--- config.mk ---
export PLATFORM = sky130hd
export DESIGN_NAME = spi_ram_arbiter_flat
export DESIGN_NICKNAME = d
export VERILOG_FILES = /design/src/rtl/spi_ram_arbiter_if.sv /design/src/rtl/spi_ram_arbiter.sv /design/src/flat_wrapper.sv
export SDC_FILE = /design/constraint.sdc
export NUM_CORES = 1
export LEC_CHECK = 0
export ABC_AREA = 1
export BUFFER_PORTS_ARGS = -buffer_cell sky130_fd_sc_hd__buf_2
export CAP_MARGIN = 20
export CORE_AREA = 2 2 77 79
export DETAILED_ROUTE_END_ITERATION = 6
export DIE_AREA = 0 0 79 81
export GPL_TIMING_DRIVEN = 0
export PLACE_DENSITY = 0.84
export SLEW_MARGIN = 20
export SYNTH_ARGS = -nofsm -noshare
export SYNTH_HDL_FRONTEND = slang
export SYNTH_SLANG_ARGS = --single-unit
--- constraint.sdc ---
create_clock -name clk -period 2.7 [get_ports clk]
set_input_delay 0.27 -clock clk [delete_from_list [all_inputs] [get_ports clk]]
set_output_delay 0.27 -clock clk [all_outputs]
set_load 0.005 [all_outputs]
--- src/rtl/spi_ram_arbiter_if.sv ---
// spi_ram_arbiter_if
// Bundles the three buses around the SPI/RAM arbiter:
//   SPI side  : rx_data/rx_valid (commands in), tx_data/tx_valid (read data out)
//   Host side : host_req/we/addr/wdata (request in), host_gnt, host_rdata/host_rvalid
//   RAM side  : ram_en/we/addr/wdata (access out), ram_rdata (read data in)
//   Status    : spi_overrun (sticky drop flag), busy (arbiter FSM not idle)
// The slave modport is the arbiter's view; master is the surrounding system.
interface spi_ram_arbiter_if #(
    parameter int ADDR_SIZE = 8
);
    logic [9:0]           rx_data;
    logic                 rx_valid;
    logic [7:0]           tx_data;
    logic                 tx_valid;

    logic                 host_req;
    logic                 host_we;
    logic [ADDR_SIZE-1:0] host_addr;
    logic [7:0]           host_wdata;
    logic                 host_gnt;
    logic [7:0]           host_rdata;
    logic                 host_rvalid;

    logic                 ram_en;
    logic                 ram_we;
    logic [ADDR_SIZE-1:0] ram_addr;
    logic [7:0]           ram_wdata;
    logic [7:0]           ram_rdata;

    logic                 spi_overrun;
    logic                 busy;

    modport slave (
        input  rx_data, rx_valid,
        input  host_req, host_we, host_addr, host_wdata,
        input  ram_rdata,
        output tx_data, tx_valid,
        output host_gnt, host_rdata, host_rvalid,
        output ram_en, ram_we, ram_addr, ram_wdata,
        output spi_overrun, busy
    );

    modport master (
        output rx_data, rx_valid,
        output host_req, host_we, host_addr, host_wdata,
        output ram_rdata,
        input  tx_data, tx_valid,
        input  host_gnt, host_rdata, host_rvalid,
        input  ram_en, ram_we, ram_addr, ram_wdata,
        input  spi_overrun, busy
    );
endinterface

--- src/rtl/spi_ram_arbiter.sv ---
// spi_ram_arbiter
// Decodes the 10-bit SPI command stream, keeps the SPI write/read address
// registers and a one-entry SPI pending buffer, and shares a single-port RAM
// between SPI and an on-chip host with round-robin arbitration. Read data is
// returned to whichever requester issued the read.
// Ports:
//   clk  - rising-edge clock
//   rst  - synchronous active-high reset
//   bus  - spi_ram_arbiter_if.slave (SPI, host, RAM and status signals)
// Parameters:
//   ADDR_SIZE - RAM address width, equal to the 8-bit SPI payload
//   SPI_FIRST - 1: SPI wins the first contention after reset, 0: host wins
// Optional build macro:
//   SPI_ADDR_AUTOINC_EN - when defined, every accepted SPI write/read command
//   post-increments its address register (wrapping at 2^ADDR_SIZE).
module spi_ram_arbiter #(
    parameter int ADDR_SIZE = 8,
    parameter bit SPI_FIRST = 1'b1
) (
    input logic              clk,
    input logic              rst,
    spi_ram_arbiter_if.slave bus
);

    typedef enum logic [1:0] {
        IDLE,
        ACCESS,
        RDATA
    } state_t;

    state_t state;
    state_t state_next;

    logic [ADDR_SIZE-1:0] wr_addr;
    logic [ADDR_SIZE-1:0] rd_addr;

    logic                 spi_pend;
    logic                 pend_we;
    logic [ADDR_SIZE-1:0] pend_addr;
    logic [7:0]           pend_wdata;

    logic                 op_we;
    logic                 owner_spi;
    logic                 last_spi;
    logic [ADDR_SIZE-1:0] ram_addr;
    logic [7:0]           ram_wdata;

    logic [7:0]           tx_data;
    logic                 tx_valid;
    logic [7:0]           host_rdata;
    logic                 host_rvalid;
    logic                 spi_overrun;

    logic                 grant_spi;
    logic                 grant_host;
    logic                 enq_ok;
    logic [1:0]           opcode;

    assign opcode = bus.rx_data[9:8];

    // A new SPI data command fits if the buffer is empty or is being
    // drained by a grant in this very cycle.
    assign enq_ok = !spi_pend || grant_spi;

    // Next-state and grant decision. Under contention the requester that
    // did not win last time is granted, so grants strictly alternate.
    always_comb begin
        state_next = state;
        grant_spi  = 1'b0;
        grant_host = 1'b0;
        case (state)
            IDLE: begin
                if (spi_pend && (!bus.host_req || !last_spi)) begin
                    grant_spi = 1'b1;
                end else if (bus.host_req) begin
                    grant_host = 1'b1;
                end
                if (grant_spi || grant_host) begin
                    state_next = ACCESS;
                end
            end
            ACCESS:  state_next = op_we ? IDLE : RDATA;
            RDATA:   state_next = IDLE;
            default: state_next = IDLE;
        endcase
    end

    // State register.
    always_ff @(posedge clk) begin
        if (rst) begin
            state <= IDLE;
        end else begin
            state <= state_next;
        end
    end

    // Datapath: latch the granted operation onto the RAM bus, capture read
    // data in RDATA for its owner, and maintain the SPI address registers
    // and pending entry. Enqueue is written after dequeue so that a command
    // arriving in the dequeue cycle refills the buffer.
    always_ff @(posedge clk) begin
        if (rst) begin
            wr_addr     <= '0;
            rd_addr     <= '0;
            spi_pend    <= 1'b0;
            pend_we     <= 1'b0;
            pend_addr   <= '0;
            pend_wdata  <= 8'h00;
            op_we       <= 1'b0;
            owner_spi   <= 1'b0;
            last_spi    <= ~SPI_FIRST;
            ram_addr    <= '0;
            ram_wdata   <= 8'h00;
            tx_data     <= 8'h00;
            tx_valid    <= 1'b0;
            host_rdata  <= 8'h00;
            host_rvalid <= 1'b0;
            spi_overrun <= 1'b0;
        end else begin
            tx_valid    <= 1'b0;
            host_rvalid <= 1'b0;

            if (grant_spi) begin
                op_we     <= pend_we;
                ram_addr  <= pend_addr;
                ram_wdata <= pend_wdata;
                owner_spi <= 1'b1;
                last_spi  <= 1'b1;
                spi_pend  <= 1'b0;
            end else if (grant_host) begin
                op_we     <= bus.host_we;
                ram_addr  <= bus.host_addr;
                ram_wdata <= bus.host_wdata;
                owner_spi <= 1'b0;
                last_spi  <= 1'b0;
            end

            if (state == RDATA) begin
                if (owner_spi) begin
                    tx_data  <= bus.ram_rdata;
                    tx_valid <= 1'b1;
                end else begin
                    host_rdata  <= bus.ram_rdata;
                    host_rvalid <= 1'b1;
                end
            end

            if (bus.rx_valid) begin
                case (opcode)
                    2'b00: wr_addr <= bus.rx_data[7:0];
                    2'b10: rd_addr <= bus.rx_data[7:0];
                    2'b01: begin
                        if (enq_ok) begin
                            spi_pend   <= 1'b1;
                            pend_we    <= 1'b1;
                            pend_addr  <= wr_addr;
                            pend_wdata <= bus.rx_data[7:0];
`ifdef SPI_ADDR_AUTOINC_EN
                            wr_addr    <= wr_addr + 1'b1;
`endif
                        end else begin
                            spi_overrun <= 1'b1;
                        end
                    end
                    default: begin
                        if (enq_ok) begin
                            spi_pend   <= 1'b1;
                            pend_we    <= 1'b0;
                            pend_addr  <= rd_addr;
                            pend_wdata <= 8'h00;
`ifdef SPI_ADDR_AUTOINC_EN
                            rd_addr    <= rd_addr + 1'b1;
`endif
                        end else begin
                            spi_overrun <= 1'b1;
                        end
                    end
                endcase
            end
        end
    end

    // The RAM is only enabled in ACCESS; write enable is gated by it so it
    // never shows up on an idle bus.
    assign bus.ram_en      = (state == ACCESS);
    assign bus.ram_we      = (state == ACCESS) && op_we;
    assign bus.ram_addr    = ram_addr;
    assign bus.ram_wdata   = ram_wdata;
    assign bus.host_gnt    = (state == ACCESS) && !owner_spi;
    assign bus.tx_data     = tx_data;
    assign bus.tx_valid    = tx_valid;
    assign bus.host_rdata  = host_rdata;
    assign bus.host_rvalid = host_rvalid;
    assign bus.spi_overrun = spi_overrun;
    assign bus.busy        = (state != IDLE);

endmodule

--- src/flat_wrapper.sv ---
// flat-port wrapper written by rule: the top's interface ports become plain ports
module spi_ram_arbiter_flat 
#(
    parameter int ADDR_SIZE = 8,
    parameter bit SPI_FIRST = 1'b1
)
  (clk, rst, bus_rx_data, bus_rx_valid, bus_host_req, bus_host_we, bus_host_addr, bus_host_wdata, bus_ram_rdata, bus_tx_data, bus_tx_valid, bus_host_gnt, bus_host_rdata, bus_host_rvalid, bus_ram_en, bus_ram_we, bus_ram_addr, bus_ram_wdata, bus_spi_overrun, bus_busy);
  spi_ram_arbiter_if #(.ADDR_SIZE(ADDR_SIZE)) bus_i ();
  input logic clk;
  input logic rst;
  input wire logic [$bits(bus_i.rx_data)-1:0] bus_rx_data;
  input wire logic [$bits(bus_i.rx_valid)-1:0] bus_rx_valid;
  input wire logic [$bits(bus_i.host_req)-1:0] bus_host_req;
  input wire logic [$bits(bus_i.host_we)-1:0] bus_host_we;
  input wire logic [$bits(bus_i.host_addr)-1:0] bus_host_addr;
  input wire logic [$bits(bus_i.host_wdata)-1:0] bus_host_wdata;
  input wire logic [$bits(bus_i.ram_rdata)-1:0] bus_ram_rdata;
  output wire logic [$bits(bus_i.tx_data)-1:0] bus_tx_data;
  output wire logic [$bits(bus_i.tx_valid)-1:0] bus_tx_valid;
  output wire logic [$bits(bus_i.host_gnt)-1:0] bus_host_gnt;
  output wire logic [$bits(bus_i.host_rdata)-1:0] bus_host_rdata;
  output wire logic [$bits(bus_i.host_rvalid)-1:0] bus_host_rvalid;
  output wire logic [$bits(bus_i.ram_en)-1:0] bus_ram_en;
  output wire logic [$bits(bus_i.ram_we)-1:0] bus_ram_we;
  output wire logic [$bits(bus_i.ram_addr)-1:0] bus_ram_addr;
  output wire logic [$bits(bus_i.ram_wdata)-1:0] bus_ram_wdata;
  output wire logic [$bits(bus_i.spi_overrun)-1:0] bus_spi_overrun;
  output wire logic [$bits(bus_i.busy)-1:0] bus_busy;
  assign bus_i.rx_data = bus_rx_data;
  assign bus_i.rx_valid = bus_rx_valid;
  assign bus_i.host_req = bus_host_req;
  assign bus_i.host_we = bus_host_we;
  assign bus_i.host_addr = bus_host_addr;
  assign bus_i.host_wdata = bus_host_wdata;
  assign bus_i.ram_rdata = bus_ram_rdata;
  assign bus_tx_data = bus_i.tx_data;
  assign bus_tx_valid = bus_i.tx_valid;
  assign bus_host_gnt = bus_i.host_gnt;
  assign bus_host_rdata = bus_i.host_rdata;
  assign bus_host_rvalid = bus_i.host_rvalid;
  assign bus_ram_en = bus_i.ram_en;
  assign bus_ram_we = bus_i.ram_we;
  assign bus_ram_addr = bus_i.ram_addr;
  assign bus_ram_wdata = bus_i.ram_wdata;
  assign bus_spi_overrun = bus_i.spi_overrun;
  assign bus_busy = bus_i.busy;
  spi_ram_arbiter #(.ADDR_SIZE(ADDR_SIZE), .SPI_FIRST(SPI_FIRST)) u_core (.clk(clk), .rst(rst), .bus(bus_i));
endmodule
==> summary.txt <==
Status
  • Outcome: complete, no violations

Timing
  • RSZ-0062 raised after global routing: no
  • Hold_ws: 0.207 ns
  • Final critical-path share of the clock period: 0.579
  • Fmax: 640 MHz
  • Setup TNS Final: 0 ns
  • Fin. Hold Viols: 0
  • Pins Over Slew Limit: 0
  • Final min period: 1.56 ns
  • Setup ws final: 1.14 ns
  • Setup-failing EPs final: 0
  • Clock Skew: 0.00709 ns
  • Worst Max-Slew Pin Slew: 0.426 ns
  • Worst slew margin: 0.716

CTS
  • # hold bufs at CTS: 0
  • CTS tree: yes
  • CTS Buffer Depth: 2
  • CTS resizes: 0
  • CTS clk-pin slew, worst paths: around 0.080 ns
  • Htree depth: 3
  • Buffer count from post-CTS setup fixing: 0
  • Clock root buffer: clkbuf_8
  • Clk sinks: 73
  • Latest clock arrival within the worst-skew pair: around 0.35 ns
  • CTS Buf Count: 9

Min path
  • Worst hold path type: input pin to flop
  • Hold endpoint: u_core.wr_addr[0]$_SDFFE_PP0P_
  • Hold depth: 3
  • HP Start: bus_rx_data[0]

Critical path
  • Kind of critical path: flop to output pin
  • R2R depth: 4
  • R2R setup slack: 1.32 ns
  • Worst-path fanout max: 3
  • Reg-to-Reg Start: u_core.state[1]$_SDFFE_PP0P_
  • Reg2reg end: u_core.bus.tx_data[6]$_SDFFE_PP0P_
  • Worst EP required: 2.43 ns
  • Critical path startpoint: u_core.state[0]$_SDFFE_PP0P_
  • Critical path capture point type: output pin
  • CP Launch Type: flop
  • Critical Path AT: 1.29 ns

Pwr
  • Static leakage: approximately 1.9 nW
  • VDD IR max: 0.000363 V
  • Cell Pwr Density: 700 mW/mm²

Detailed routing
  • Drt wl/cell: 12.6 µm
  • Drt pass-1 iters: 5
  • DR vias/cell: 5.03
  • Final WL: 7390 µm
  • DRC: 0
  • Initial DRC count: 228
  • Vias post-DR: 2,950
  • Post-route ant nets: 0

Placed design
  • Post-DP HPWL: 5190 µm
  • Input/output buffers: 76
  • Pre-CTS setup slack: 1.31 ns
  • Final Wtd Congestion: 0.784

Job
  • Max-Cap Viols: 0

Cells and area
  • Share of cells above drive strength 1: 0.247
  • Fillers: 460
  • Antenna fix cells: 0
  • Area of the multi-input gates: 0.00129 mm²
  • FF/Latch Area: ~0.0015 mm²
  • Nets: around 550
  • Area delta synth->final: 24.5%

Global route
  • GR Util All Layers: 0.241
  • Pin count of the biggest net entering global routing: 14
  • Total gr overflow: 0
  • Global-route wire length before repair: 12,200 µm
  • Number of global-route vias before repair: 2,703
  • Initial antenna violation count: 0

Logic synthesis
  • Synthesis Warnings: 0
  • Seq/Total Area, Yosys: 0.468
  • Avg Cell Area, Syn: 7.45 µm²
  • Mapped Cells: 419
  • Cell variety after synth: 25
  • Mapped cell area: 0.00312 mm²
  • Syn_nets: around 460
  • Synthesis-stage register bit count: 73

Floorplan
  • Rows: 28
  • Die footprint: 0.00640 mm²
  • Core Region: 0.00568 mm²
  • Die width: about 79 µm
  • Die height: about 81 µm
  • Starting density of the core: 0.550
  • Io pins: 78
[state kept, by name (all words and copies together) (netlist names)]
name,cells
u_core.bus.tx_valid,1
u_core.spi_pend,1
u_core.bus.host_rvalid,1
u_core.last_spi,1
u_core.pend_wdata,8
u_core.bus.spi_overrun,1
u_core.bus.ram_wdata,8
u_core.bus.ram_addr,8
u_core.rd_addr,8
u_core.state,2
u_core.wr_addr,8
u_core.pend_we,1
u_core.pend_addr,8
u_core.bus.host_rdata,8
u_core.bus.tx_data,8
u_core.op_we,1
[layout make-up]
cell class | count | area share
Tap cell | 75 | 0.0242
Buffer | 23 | 0.0409
Clock inverter | 7 | 0.0428
Clock buffer | 9 | 0.0319
Sequential cell | 73 | 0.376
Inverter | 57 | 0.0551
Timing Repair Buffer | 76 | 0.0979
Multi-Input combinational cell | 266 | 0.331
[metrics by stage]
step	power (mW)	std cells	util	area, µm²
after CTS	2.73	586	0.685	3880
after detailed placement	1.52	570	0.633	3590
after floorplan	1.40	419	-	3120
final	2.72	586	0.685	3880
after global placement	1.51	570	0.633	3590
after global routing	2.82	586	0.685	3880
[routing by layer]
layer  track usage  wire [µm]  up-vias  share of wire
met4        0.0931        109        0          0.015
met1         0.308       3250     1318           0.44
met2         0.399       3570      117           0.48
li1              -          -     1502              -
met3        0.0522        463       13          0.063
met5             0          0        -              0
[worst max path at each step]
stage	end
4_1_cts	bus_host_gnt
2_1_floorplan	u_core.bus.ram_addr[5]$_SDFFE_PP0P_
5_1_grt	bus_host_gnt
3_3_place_gp	u_core.wr_addr[1]$_SDFFE_PP0P_
6_report	bus_host_gnt
3_5_place_dp	u_core.wr_addr[2]$_SDFFE_PP0P_
[synthesized netlist by cell type (all sizes together)]
master / count / area (µm²)
nand2: 81 / 309
dfxtp: 73 / 1460
inv: 57 / 214
nor2: 50 / 228
o21ai: 50 / 269
a21oi: 44 / 224
nand3: 36 / 193
buf: 20 / 148
clkbuf: 3 / 11.3
nor3: 3 / 37.5
a21boi: 1 / 18.8
nand3b: 1 / 7.51
[critical path, stage by stage, from the launching register on]
cell and delay (ns):
dfxtp_1 0.44, inv_1 0.10, nor2_1 0.13, inv_1 0.08, nor2_1 0.09, buf_2 0.12
[placed cells by master, fill, tap and decap left out, drive strengths merged]
cell / instances
dfxtp: 73
clkinv: 1
clkinvlp: 1
bufinv: 5
inv: 57
nor2: 50
clkbuf: 12
nand2: 81
a21boi: 1
o21ai: 50
nand3: 36
nand3b: 1
nor3: 3
a21oi: 44
buf: 96
[logic make-up after synthesis]
| logic type | Yosys count | share of synthesized area |
|---|---|---|
| and+or+nand+nor | 171 | 0.248 |
| DFF | 73 | 0.468 |
| AOI/OAI and AO/OA | 95 | 0.164 |
| buffers and inverters | 80 | 0.119 |
[power by group]
part           internal (mW)  switching, mW  total [mW]
Sequential              1.14         0.0376        1.18
Combinational          0.130          0.188       0.318
Clock                  0.802          0.422        1.22
Total                   2.07          0.648        2.72
No activity file was read; power rests on OpenSTA's default activity.
